`config.mk`:
```
export PLATFORM = sky130hd
export DESIGN_NAME = imem_boot_loader_flat
export DESIGN_NICKNAME = d
export VERILOG_FILES = /design/src/rtl/imem_boot_loader_if.sv /design/src/rtl/imem_boot_loader.sv /design/src/flat_wrapper.sv
export SDC_FILE = /design/constraint.sdc
export NUM_CORES = 1
export LEC_CHECK = 0
export CAP_MARGIN = 0
export CORE_UTILIZATION = 52
export CTS_CLUSTER_SIZE = 16
export DETAILED_ROUTE_END_ITERATION = 12
export GPL_TIMING_DRIVEN = 0
export PLACE_DENSITY = 0.81
export SKIP_CTS_REPAIR_TIMING = 1
export SLEW_MARGIN = 20
export SYNTH_ARGS = -nofsm -noshare
export SYNTH_HDL_FRONTEND = slang
export SYNTH_SLANG_ARGS = --single-unit
```
`constraint.sdc`:
```
create_clock -name clk -period 3.6 [get_ports clk]
set_clock_uncertainty 0.1 [all_clocks]
set_input_delay 0.72 -clock clk [delete_from_list [all_inputs] [get_ports clk]]
set_output_delay 0.72 -clock clk [all_outputs]
set_load 0.05 [all_outputs]
```
`src/rtl/imem_boot_loader_if.sv`:
```
// Bus bundle for imem_boot_loader: the inbound byte stream (valid/ready)
// and the instruction-memory write port.
//
//   rx_valid   byte-stream valid            (source -> loader)
//   rx_data    byte-stream data, 8 bits     (source -> loader)
//   rx_ready   loader accepts a byte        (loader -> source)
//   imem_we    imem write strobe            (loader -> memory)
//   imem_waddr imem word address            (loader -> memory)
//   imem_wdata imem write data, 32 bits     (loader -> memory)
//
// Modports: slave = the loader, master = the surrounding environment
// (byte source plus instruction memory).
interface imem_boot_loader_if #(
  parameter int ADDR_W = 6
);
  logic              rx_valid;
  logic [7:0]        rx_data;
  logic              rx_ready;
  logic              imem_we;
  logic [ADDR_W-1:0] imem_waddr;
  logic [31:0]       imem_wdata;

  modport slave (
    input  rx_valid,
    input  rx_data,
    output rx_ready,
    output imem_we,
    output imem_waddr,
    output imem_wdata
  );

  modport master (
    output rx_valid,
    output rx_data,
    input  rx_ready,
    input  imem_we,
    input  imem_waddr,
    input  imem_wdata
  );
endinterface

```
`src/rtl/imem_boot_loader.sv`:
```
// imem_boot_loader: boot sequencer for the single-cycle core.
// Holds the core in reset, receives a program as a byte stream, packs bytes
// into 32-bit little-endian words and writes them to instruction memory at
// word addresses 0, 1, 2, ... Releases core reset once len words are loaded.
//
// Ports:
//   clk        system clock, rising edge
//   reset      asynchronous, active-high
//   start      one-cycle load request (honoured in IDLE and RUN)
//   len        number of words to load, sampled with an honoured start
//   bus        imem_boot_loader_if.slave: rx_valid/rx_data/rx_ready byte
//              stream and imem_we/imem_waddr/imem_wdata write port
//   core_reset reset to the core, high unless in RUN
//   busy       high in LOAD and FLUSH
//   done       high in RUN
//   error      one-cycle pulse on a rejected start or failed checksum
//
// Optional feature: define LOADER_CHECKSUM_EN to require one trailing
// checksum byte after the program; (sum of all bytes + checksum) mod 256
// must be zero, otherwise the loader returns to IDLE with error.
module imem_boot_loader #(
  parameter int IMEM_DEPTH = 64,
  parameter int ADDR_W     = 6
) (
  input  logic              clk,
  input  logic              reset,
  input  logic              start,
  input  logic [ADDR_W:0]   len,
  imem_boot_loader_if.slave bus,
  output logic              core_reset,
  output logic              busy,
  output logic              done,
  output logic              error
);

`ifdef LOADER_CHECKSUM_EN
  typedef enum logic [2:0] {
    S_IDLE,
    S_LOAD,
    S_FLUSH,
    S_RUN,
    S_CHECK
  } state_t;
`else
  typedef enum logic [1:0] {
    S_IDLE,
    S_LOAD,
    S_FLUSH,
    S_RUN
  } state_t;
`endif

  localparam logic [ADDR_W:0] DEPTH_L  = (ADDR_W+1)'(IMEM_DEPTH);
  localparam logic [ADDR_W:0] ONE_W    = {{ADDR_W{1'b0}}, 1'b1};

  state_t            state_q;
  state_t            state_d;

  logic [1:0]        byte_cnt;
  // Word counter is one bit wider than the address so len=IMEM_DEPTH never
  // wraps it back to 0 inside a load.
  logic [ADDR_W:0]   word_cnt;
  logic [ADDR_W:0]   last_q;      // address of the final word, len-1
  logic [23:0]       asm_q;       // bytes 0..2 of the word in progress
  logic              we_q;
  logic [ADDR_W-1:0] waddr_q;
  logic [31:0]       wdata_q;
  logic              error_q;

  logic              len_ok;
  logic              can_start;
  logic              start_ok;
  logic              start_bad;
  logic              rx_ready_c;
  logic              accept;
  logic              last_wr;
  logic [ADDR_W:0]   len_m1;

`ifdef LOADER_CHECKSUM_EN
  logic [7:0]        sum_q;
  logic              sum_ok;
  logic              chk_fail;
`endif

  assign len_ok    = (len != '0) && (len <= DEPTH_L);
  assign can_start = (state_q == S_IDLE) || (state_q == S_RUN);
  assign start_ok  = start && can_start && len_ok;
  assign start_bad = start && can_start && !len_ok;
  assign accept    = bus.rx_valid && rx_ready_c;
  assign len_m1    = len - ONE_W;
  // The final write cycle is detected from the registered write itself, so
  // rx_ready can drop in that same cycle.
  assign last_wr   = we_q && ({1'b0, waddr_q} == last_q);

`ifdef LOADER_CHECKSUM_EN
  assign sum_ok   = (sum_q + bus.rx_data) == 8'h00;
  assign chk_fail = (state_q == S_CHECK) && accept && !sum_ok;
`endif

  // State register
  always_ff @(posedge clk or posedge reset) begin
    if (reset) begin
      state_q <= S_IDLE;
    end else begin
      state_q <= state_d;
    end
  end

  // Next-state logic
  always_comb begin
    state_d = state_q;
    unique case (state_q)
      S_IDLE: begin
        if (start_ok) state_d = S_LOAD;
      end
      S_LOAD: begin
`ifdef LOADER_CHECKSUM_EN
        if (last_wr) state_d = S_CHECK;
`else
        if (last_wr) state_d = S_FLUSH;
`endif
      end
`ifdef LOADER_CHECKSUM_EN
      S_CHECK: begin
        if (accept) state_d = sum_ok ? S_FLUSH : S_IDLE;
      end
`endif
      S_FLUSH: begin
        state_d = S_RUN;
      end
      S_RUN: begin
        if (start_ok) state_d = S_LOAD;
      end
      default: begin
        state_d = S_IDLE;
      end
    endcase
  end

  // Output logic
  always_comb begin
    rx_ready_c = 1'b0;
    core_reset = 1'b1;
    busy       = 1'b0;
    done       = 1'b0;
    unique case (state_q)
      S_IDLE: begin
      end
      S_LOAD: begin
        rx_ready_c = !last_wr;
        busy       = 1'b1;
      end
`ifdef LOADER_CHECKSUM_EN
      S_CHECK: begin
        rx_ready_c = 1'b1;
      end
`endif
      S_FLUSH: begin
        busy = 1'b1;
      end
      S_RUN: begin
        core_reset = 1'b0;
        done       = 1'b1;
      end
      default: begin
      end
    endcase
  end

  assign bus.rx_ready   = rx_ready_c;
  assign bus.imem_we    = we_q;
  assign bus.imem_waddr = waddr_q;
  assign bus.imem_wdata = wdata_q;
  assign error          = error_q;

  // Datapath: byte assembly, write port, counters, error pulse
  always_ff @(posedge clk or posedge reset) begin
    if (reset) begin
      byte_cnt <= '0;
      word_cnt <= '0;
      last_q   <= '0;
      asm_q    <= '0;
      we_q     <= 1'b0;
      waddr_q  <= '0;
      wdata_q  <= '0;
      error_q  <= 1'b0;
`ifdef LOADER_CHECKSUM_EN
      sum_q    <= '0;
`endif
    end else begin
      we_q <= 1'b0;
`ifdef LOADER_CHECKSUM_EN
      error_q <= start_bad || chk_fail;
`else
      error_q <= start_bad;
`endif
      if (start_ok) begin
        byte_cnt <= '0;
        word_cnt <= '0;
        last_q   <= len_m1;
`ifdef LOADER_CHECKSUM_EN
        sum_q    <= '0;
`endif
      end else if ((state_q == S_LOAD) && accept) begin
        byte_cnt <= byte_cnt + 2'd1;
`ifdef LOADER_CHECKSUM_EN
        sum_q    <= sum_q + bus.rx_data;
`endif
        unique case (byte_cnt)
          2'd0: asm_q[7:0]   <= bus.rx_data;
          2'd1: asm_q[15:8]  <= bus.rx_data;
          2'd2: asm_q[23:16] <= bus.rx_data;
          2'd3: begin
            // Byte 3 goes straight into the write register; the strobe
            // follows one cycle after acceptance.
            we_q     <= 1'b1;
            waddr_q  <= word_cnt[ADDR_W-1:0];
            wdata_q  <= {bus.rx_data, asm_q};
            word_cnt <= word_cnt + ONE_W;
          end
          default: begin
          end
        endcase
      end
    end
  end

endmodule

```
`src/flat_wrapper.sv`:
```
// flat-port wrapper written by rule: the top's interface ports become plain ports
module imem_boot_loader_flat 
#(
  parameter int IMEM_DEPTH = 64,
  parameter int ADDR_W     = 6
)
  (clk, reset, start, len, core_reset, busy, done, error, bus_rx_valid, bus_rx_data, bus_rx_ready, bus_imem_we, bus_imem_waddr, bus_imem_wdata);
  imem_boot_loader_if #(.ADDR_W(ADDR_W)) bus_i ();
  input  logic clk;
  input  logic reset;
  input  logic start;
  input  logic [ADDR_W:0] len;
  output logic core_reset;
  output logic busy;
  output logic done;
  output logic error;
  input wire logic [$bits(bus_i.rx_valid)-1:0] bus_rx_valid;
  input wire logic [$bits(bus_i.rx_data)-1:0] bus_rx_data;
  output wire logic [$bits(bus_i.rx_ready)-1:0] bus_rx_ready;
  output wire logic [$bits(bus_i.imem_we)-1:0] bus_imem_we;
  output wire logic [$bits(bus_i.imem_waddr)-1:0] bus_imem_waddr;
  output wire logic [$bits(bus_i.imem_wdata)-1:0] bus_imem_wdata;
  assign bus_i.rx_valid = bus_rx_valid;
  assign bus_i.rx_data = bus_rx_data;
  assign bus_rx_ready = bus_i.rx_ready;
  assign bus_imem_we = bus_i.imem_we;
  assign bus_imem_waddr = bus_i.imem_waddr;
  assign bus_imem_wdata = bus_i.imem_wdata;
  imem_boot_loader #(.IMEM_DEPTH(IMEM_DEPTH), .ADDR_W(ADDR_W)) u_core (.clk(clk), .reset(reset), .start(start), .len(len), .bus(bus_i), .core_reset(core_reset), .busy(busy), .done(done), .error(error));
endmodule
```
==> flow_metrics.tcl, run 1 <==
set metrics [dict create \
    wl_mm 6.37 \
    slew_violations 0 \
    tritoncts "yes" \
    fmax_mhz 293 \
    cp_data_required_time_ps 2780 \
    min_path_type "flop to flop" \
    synthAdderAreaFrac_pct 2.89 \
    outcome "finished clean" \
    ys_types 34 \
    synthToLayoutAreaGrowth_pct 27.5 \
    ys_ff_latch 81 \
    yosys.area.top_type_share_pct 58.5 \
    grt_pass1_wl_mm 10.5 \
    portBuffers 62 \
    drive_gt1_share_pct 28.5 \
    drtIter0Drc 53 \
    numCtsBuffers 9 \
    dp_hpwl_mm 4.42 \
    start_kind "flop" \
    path_cells "xor2_1 > nor4_2 > a21boi_0 > clkdlybuf4s50_1" \
    via_count 2113 \
    final_cells 403 \
    hold_violations 0 \
    antenna_found_initial 0 \
    synth_most_common_cell "dfrtp_1" \
    overflow 0 \
    timing.final.crit_share_pct 94.8 \
    grt_start_max_net_pins 42 \
    arrival_ps 2590 \
    cts.path.max_buffers 2 \
    fillCellCount 447 \
    clock_latency_ps 350 \
    slew_headroom_pct 57.8 \
    ys_top_cells_by_count "81 x dfrtp_1, 53 x mux2_2, 12 x inv_1, 12 x nand2_1, 11 x nor2_1" \
    gp_congestion 0.814 \
    worstPathMaxFanout 6 \
    layout.nets 348 \
    initial_core_util_pct 54.3 \
    grt.total_usage_pct 19.6 \
    grt_pass1_vias 2135 \
    stdcell_area_um2 4420 \
    synth_mux_area_share_pct 22.0 \
    die_h_um 83.6 \
    num_rows 29 \
    fp.coreArea_um2 6390 \
    critPathSlowestCell "clkdlybuf4s50_1" \
    htree_levels 3 \
    leakage_nw 2.14 \
    synth-edff-count 0 \
    n_antenna_cell 0 \
    syn_area_per_cell_um2 14.0 \
    seq_area_um2 2030 \
    rsz0062_at_grt "false" \
    finalSetupViolCount 0 \
    synth_cells 247 \
    criticalPathCategory "flop to output pin" \
    routedWlPerCell_um 15.8 \
    maxCapViolCount 0 \
    synth_top_cell_by_area "dfrtp_1" \
    reg2reg_setup_slack_ps 1020 \
    synth_simple_gate_area_share_pct 6.43 \
    dp.cells 387 \
    die_area_um2 6990 \
    drt-pass1-iter-count 4 \
    pwr_density_cell_nw_per_um2 607 \
    ys_top_cells_by_area "dfrtp_1 59%, mux2_2 17%, mux2_4 3.9%" \
    tightest_slew_ps 618 \
    synth_flop_cell "dfrtp_1" \
    cts_root_buf "clkbuf_8" \
    peakVddDrop_uv 433 \
    finalWorstPathRequiredPeriod_ps 3410 \
    die_width_um 83.6 \
    synth_top_family_by_area "multiplexers" \
    multi_input_area_um2 1330 \
    synthArstFlopShare_pct 100 \
    netlist_area_um2 3460 \
    yosysWarnings 0 \
    dpl_cell_area_um2 4200 \
    synthXorXnorAreaFrac_pct 3.29 \
    remaining_drc_errors 0 \
    synth_nets 274 \
    io_pins 63 \
    viasPerCell 5.24 \
    synth_compound_area_share_pct 3.47 \
    critPathMaxStageDelay_ps 760 \
    clock-sinks 81 \
    crit_path_end_kind "output pin" \
    antenna_left 0 \
    ys_seq_area_share_pct 58.5 \
    clkTransAtPathRegs_ps 80 \
]
-- placed cells by master (no fill, tap or decap), types with 2 or more instances in the layout --
| cell type | n |
|---|---|
| dfrtp_1 | 81 |
| clkdlybuf4s50_1 | 62 |
| mux2_2 | 53 |
| nand2_1 | 12 |
| inv_1 | 11 |
| nor2_1 | 11 |
| mux2_4 | 9 |
| clkbuf_8 | 9 |
| o21ai_0 | 8 |
| ha_1 | 8 |
| xor2_1 | 7 |
| xnor2_1 | 6 |
| a21oi_1 | 4 |
| nand2b_1 | 3 |
| nand3_2 | 3 |
| buf_12 | 3 |
| mux2i_1 | 3 |
| clkinvlp_4 | 3 |
| nand3_1 | 2 |
| clkbuf_1 | 2 |
| buf_4 | 2 |
| a2111oi_0 | 2 |
| a31oi_1 | 2 |
| clkinv_4 | 2 |
-- registers in the layout, indices dropped and copies added, names as in the netlist --
| register | cells |
|---|---|
| u_core.state_q | 2 |
| u_core.asm_q | 24 |
| u_core.bus.imem_waddr | 6 |
| u_core.bus.imem_wdata | 32 |
| u_core.bus.imem_we | 1 |
| u_core.error | 1 |
| u_core.byte_cnt | 2 |
| u_core.last_q | 7 |
| u_core.word_cnt | 6 |
-- path summary, 6_finish.rpt --
check	from	end	depth (start not counted)
max	u_core.bus.imem_waddr[4]$_DFFE_PP0P_	bus_rx_ready	4
min	u_core.asm_q[7]$_DFFE_PP0P_	u_core.bus.imem_wdata[7]$_DFFE_PP0P_	1
max reg2reg	u_core.state_q[0]$_DFFE_PP0P_	u_core.bus.imem_waddr[1]$_DFFE_PP0P_	9
min reg2reg	u_core.asm_q[7]$_DFFE_PP0P_	u_core.bus.imem_wdata[7]$_DFFE_PP0P_	1
max in group asynchronous	reset	u_core.asm_q[3]$_DFFE_PP0P_	3
min in group asynchronous	reset	u_core.bus.imem_wdata[23]$_DFFE_PP0P_	2
-- power by group --
group	switching [W]	leakage (nW)	internal (W)
logic	0.000442	0.960	0.000336
registers	0.000116	1.09	0.00112
clock network	0.000341	0.0921	0.000325
-- metal layers --
layer | routed length (um) | track usage [%] | part of all wire, % | vias to the layer above
li1 | - | - | - | 1002
met1 | 2970 | 26.6 | 47 | 1063
met2 | 3100 | 30.7 | 49 | 34
met3 | 172 | 4.25 | 2.7 | 14
met4 | 127 | 8.47 | 2.0 | 0
met5 | 0 | 0 | 0 | -
-- kinds of logic (layout without fill, tap and decap cells) --
kind of cell,count (synthesis),after routing
simple gates,41,41
fa+ha+maj,8,8
buf+inv,19,98
compound gates,20,20
flops,81,81
mux,65,65
xor+xnor,13,13
-- final cells by class --
class	instances	share of cell area [%]
flip-flops and latches	81	45.9
multi-input cells	147	30.1
repair buffers	63	14.5
clock buffers	9	2.80
well taps	77	2.18
clock inverters	7	1.78
plain buffers	7	1.67
inverters	12	1.08
-- per-stage QoR --
stage                     setup WS [ps]  setup TNS (ps)  hold WS, ps  utilization, %  total power [W]
after CTS                          -123            -123          406            69.0          0.00270
after global routing               5.77               0          426            69.2          0.00283
final                               187               0          400            69.2          0.00268
after detailed placement         -0.655           -1.30          388            65.8          0.00203
after floorplan                     568               0          367               -          0.00179
after global placement             -467          -37650          382            65.5          0.00199
-- worst max-delay path, delay by kind of cell (launching register included) --
family                 cells  cell delay [ps]
XOR/XNOR                   1              180
AO/OA/AOI/OAI              1              300
buffers and inverters      1              760
flip-flops                 1              420
AND/OR/NAND/NOR            1              590
(Power assumes the default switching activity.)
==> run 2, diff against run 1 <==
Settings changed: CTS_BUF_LIST set to sky130_fd_sc_hd__clkbuf_8 sky130_fd_sc_hd__clkbuf_16, PLACE_DENSITY 0.81 to 0.79.
==> flow_metrics.tcl, run 2 (synthesis results as in run 1) <==
set metrics [dict create \
    cts_root_buf "clkbuf_8" \
    tritoncts "yes" \
    grt_pass1_wl_mm 11.1 \
    min_path_type "flop to flop" \
    portBuffers 62 \
    path_cells "xor2_1 > nor4_2 > a21boi_0 > clkdlybuf4s50_1" \
    clockPowerShare_pct 28.3 \
    maxCapViolCount 0 \
    clkTransAtPathRegs_ps 80 \
    stdcell_area_um2 4460 \
    layout.nets 348 \
    remaining_drc_errors 0 \
    critPathSlowestCell "clkdlybuf4s50_1" \
    start_kind "flop" \
    initial_core_util_pct 54.3 \
    finalSetupViolCount 0 \
    pwr_density_cell_nw_per_um2 633 \
    critPathMaxStageDelay_ps 770 \
    viasPerCell 5.28 \
    dp_hpwl_mm 4.52 \
    num_rows 29 \
    synthToLayoutAreaGrowth_pct 28.6 \
    fillCellCount 465 \
    htree_levels 3 \
    intPower_w 0.00192 \
    clock-sinks 81 \
    die_area_um2 6990 \
    cts.path.max_buffers 2 \
    clock_latency_ps 350 \
    die_width_um 83.6 \
    reg2reg_setup_slack_ps 1010 \
    criticalPathCategory "flop to output pin" \
    crit_path_end_kind "output pin" \
    leakage_nw 2.17 \
    tightest_slew_ps 648 \
    final_cells 402 \
    io_pins 63 \
    drtIter0Drc 74 \
    worst_slack_ps 106 \
    gp_congestion 0.774 \
    final_common_cell "dfrtp_1" \
    arrival_ps 2670 \
    slew_violations 0 \
    largest_register_ffs 32 \
    drt-pass1-iter-count 4 \
    timing.final.crit_share_pct 97.1 \
    via_count 2123 \
    p_comb_share_pct 27.8 \
    min-delay-start "u_core.asm_q[7]$_DFFE_PP0P_" \
    grt_start_max_net_pins 43 \
    most-common-layout-cells "81 x dfrtp_1, 62 x clkdlybuf4s50_1, 53 x mux2_2" \
    r2r-start "u_core.bus.imem_waddr[4]$_DFFE_PP0P_" \
    antenna_found_initial 0 \
    wl_mm 6.63 \
    grt_pass1_vias 2242 \
    die_h_um 83.6 \
    fmax_mhz 286 \
    dp_slack_ps 20.8 \
    n_antenna_cell 0 \
    grt.total_usage_pct 20.8 \
    switching_share_pct 31.9 \
    fp.coreArea_um2 6390 \
    rsz0062_at_grt "false" \
    overflow 0 \
    numCtsBuffers 9 \
    drive_gt1_share_pct 28.3 \
    crit_start "u_core.bus.imem_waddr[4]$_DFFE_PP0P_" \
    routedWlPerCell_um 16.5 \
    total_power_w 0.00282 \
    p_sw_w 0.000901 \
    power_frac_seq_pct 44.0 \
    cp_data_required_time_ps 2780 \
    slew_headroom_pct 55.7 \
    dpl_cell_area_um2 4200 \
    peakVddDrop_uv 484 \
    finalWorstPathRequiredPeriod_ps 3490 \
    hold_violations 0 \
    outcome "finished clean" \
    antenna_left 0 \
    worstPathMaxFanout 6 \
    dp.cells 387 \
]
==> run 2: changes by cell type in the layout (fill, tap and decap cells not counted), sizes merged <==
cell | previous run | this run
bufinv | 1 | 3
clkinvlp | 3 | 0
==> run 2: power groups by stage <==
stage               clock network (W)  logic (W)  registers (W)
floorplan                           0   0.000457        0.00134
global placement                    0   0.000751        0.00124
detailed placement                  0   0.000776        0.00126
CTS                          0.000810   0.000784        0.00124
global route                 0.000843   0.000848        0.00127
finish                       0.000797   0.000783        0.00124
==> run 2: area by class of cell <==
| class | instances | area, um^2 | share of cell area [%] |
|---|---|---|---|
| multi-input cells | 147 | 1330 | 29.9 |
| well taps | 77 | 96.3 | 2.16 |
| clock inverters | 6 | 116 | 2.61 |
| plain buffers | 7 | 73.8 | 1.66 |
| clock buffers | 9 | 124 | 2.78 |
| inverters | 12 | 47.5 | 1.07 |
| repair buffers | 63 | 641 | 14.4 |
| flip-flops and latches | 81 | 2030 | 45.5 |
==> run 2: critical path, delay by kind of cell (launching register included) <==
kind / cells / cell delay [ps]
AND/OR/NAND/NOR: 1 / 610
XOR/XNOR: 1 / 200
AO/OA/AOI/OAI: 1 / 320
buffers and inverters: 1 / 770
flip-flops: 1 / 430
==> run 2: final timing paths <==
path / end / cells after the start
max: bus_rx_ready / 4
min: u_core.bus.imem_wdata[7]$_DFFE_PP0P_ / 1
max reg2reg: u_core.bus.imem_waddr[1]$_DFFE_PP0P_ / 7
min reg2reg: u_core.bus.imem_wdata[7]$_DFFE_PP0P_ / 1
max in group asynchronous: u_core.bus.imem_wdata[22]$_DFFE_PP0P_ / 3
min in group asynchronous: u_core.bus.imem_wdata[7]$_DFFE_PP0P_ / 2
==> run 2: layer usage <==
layer,up-vias,global-route usage (%),share of wire [%]
met5,-,0,0
met4,0,9.86,1.9
met3,10,3.46,4.0
met2,43,32.4,48
met1,1063,28.8,46
li1,1007,-,-
==> run 2: through the flow <==
stage	hold slack, ps	utilization [%]	setup TNS, ps
3_3_place_gp	383	65.5	-42150
4_1_cts	409	69.6	-249
2_1_floorplan	367	-	0
6_report	404	69.8	0
5_1_grt	423	69.8	0
3_5_place_dp	390	65.8	0
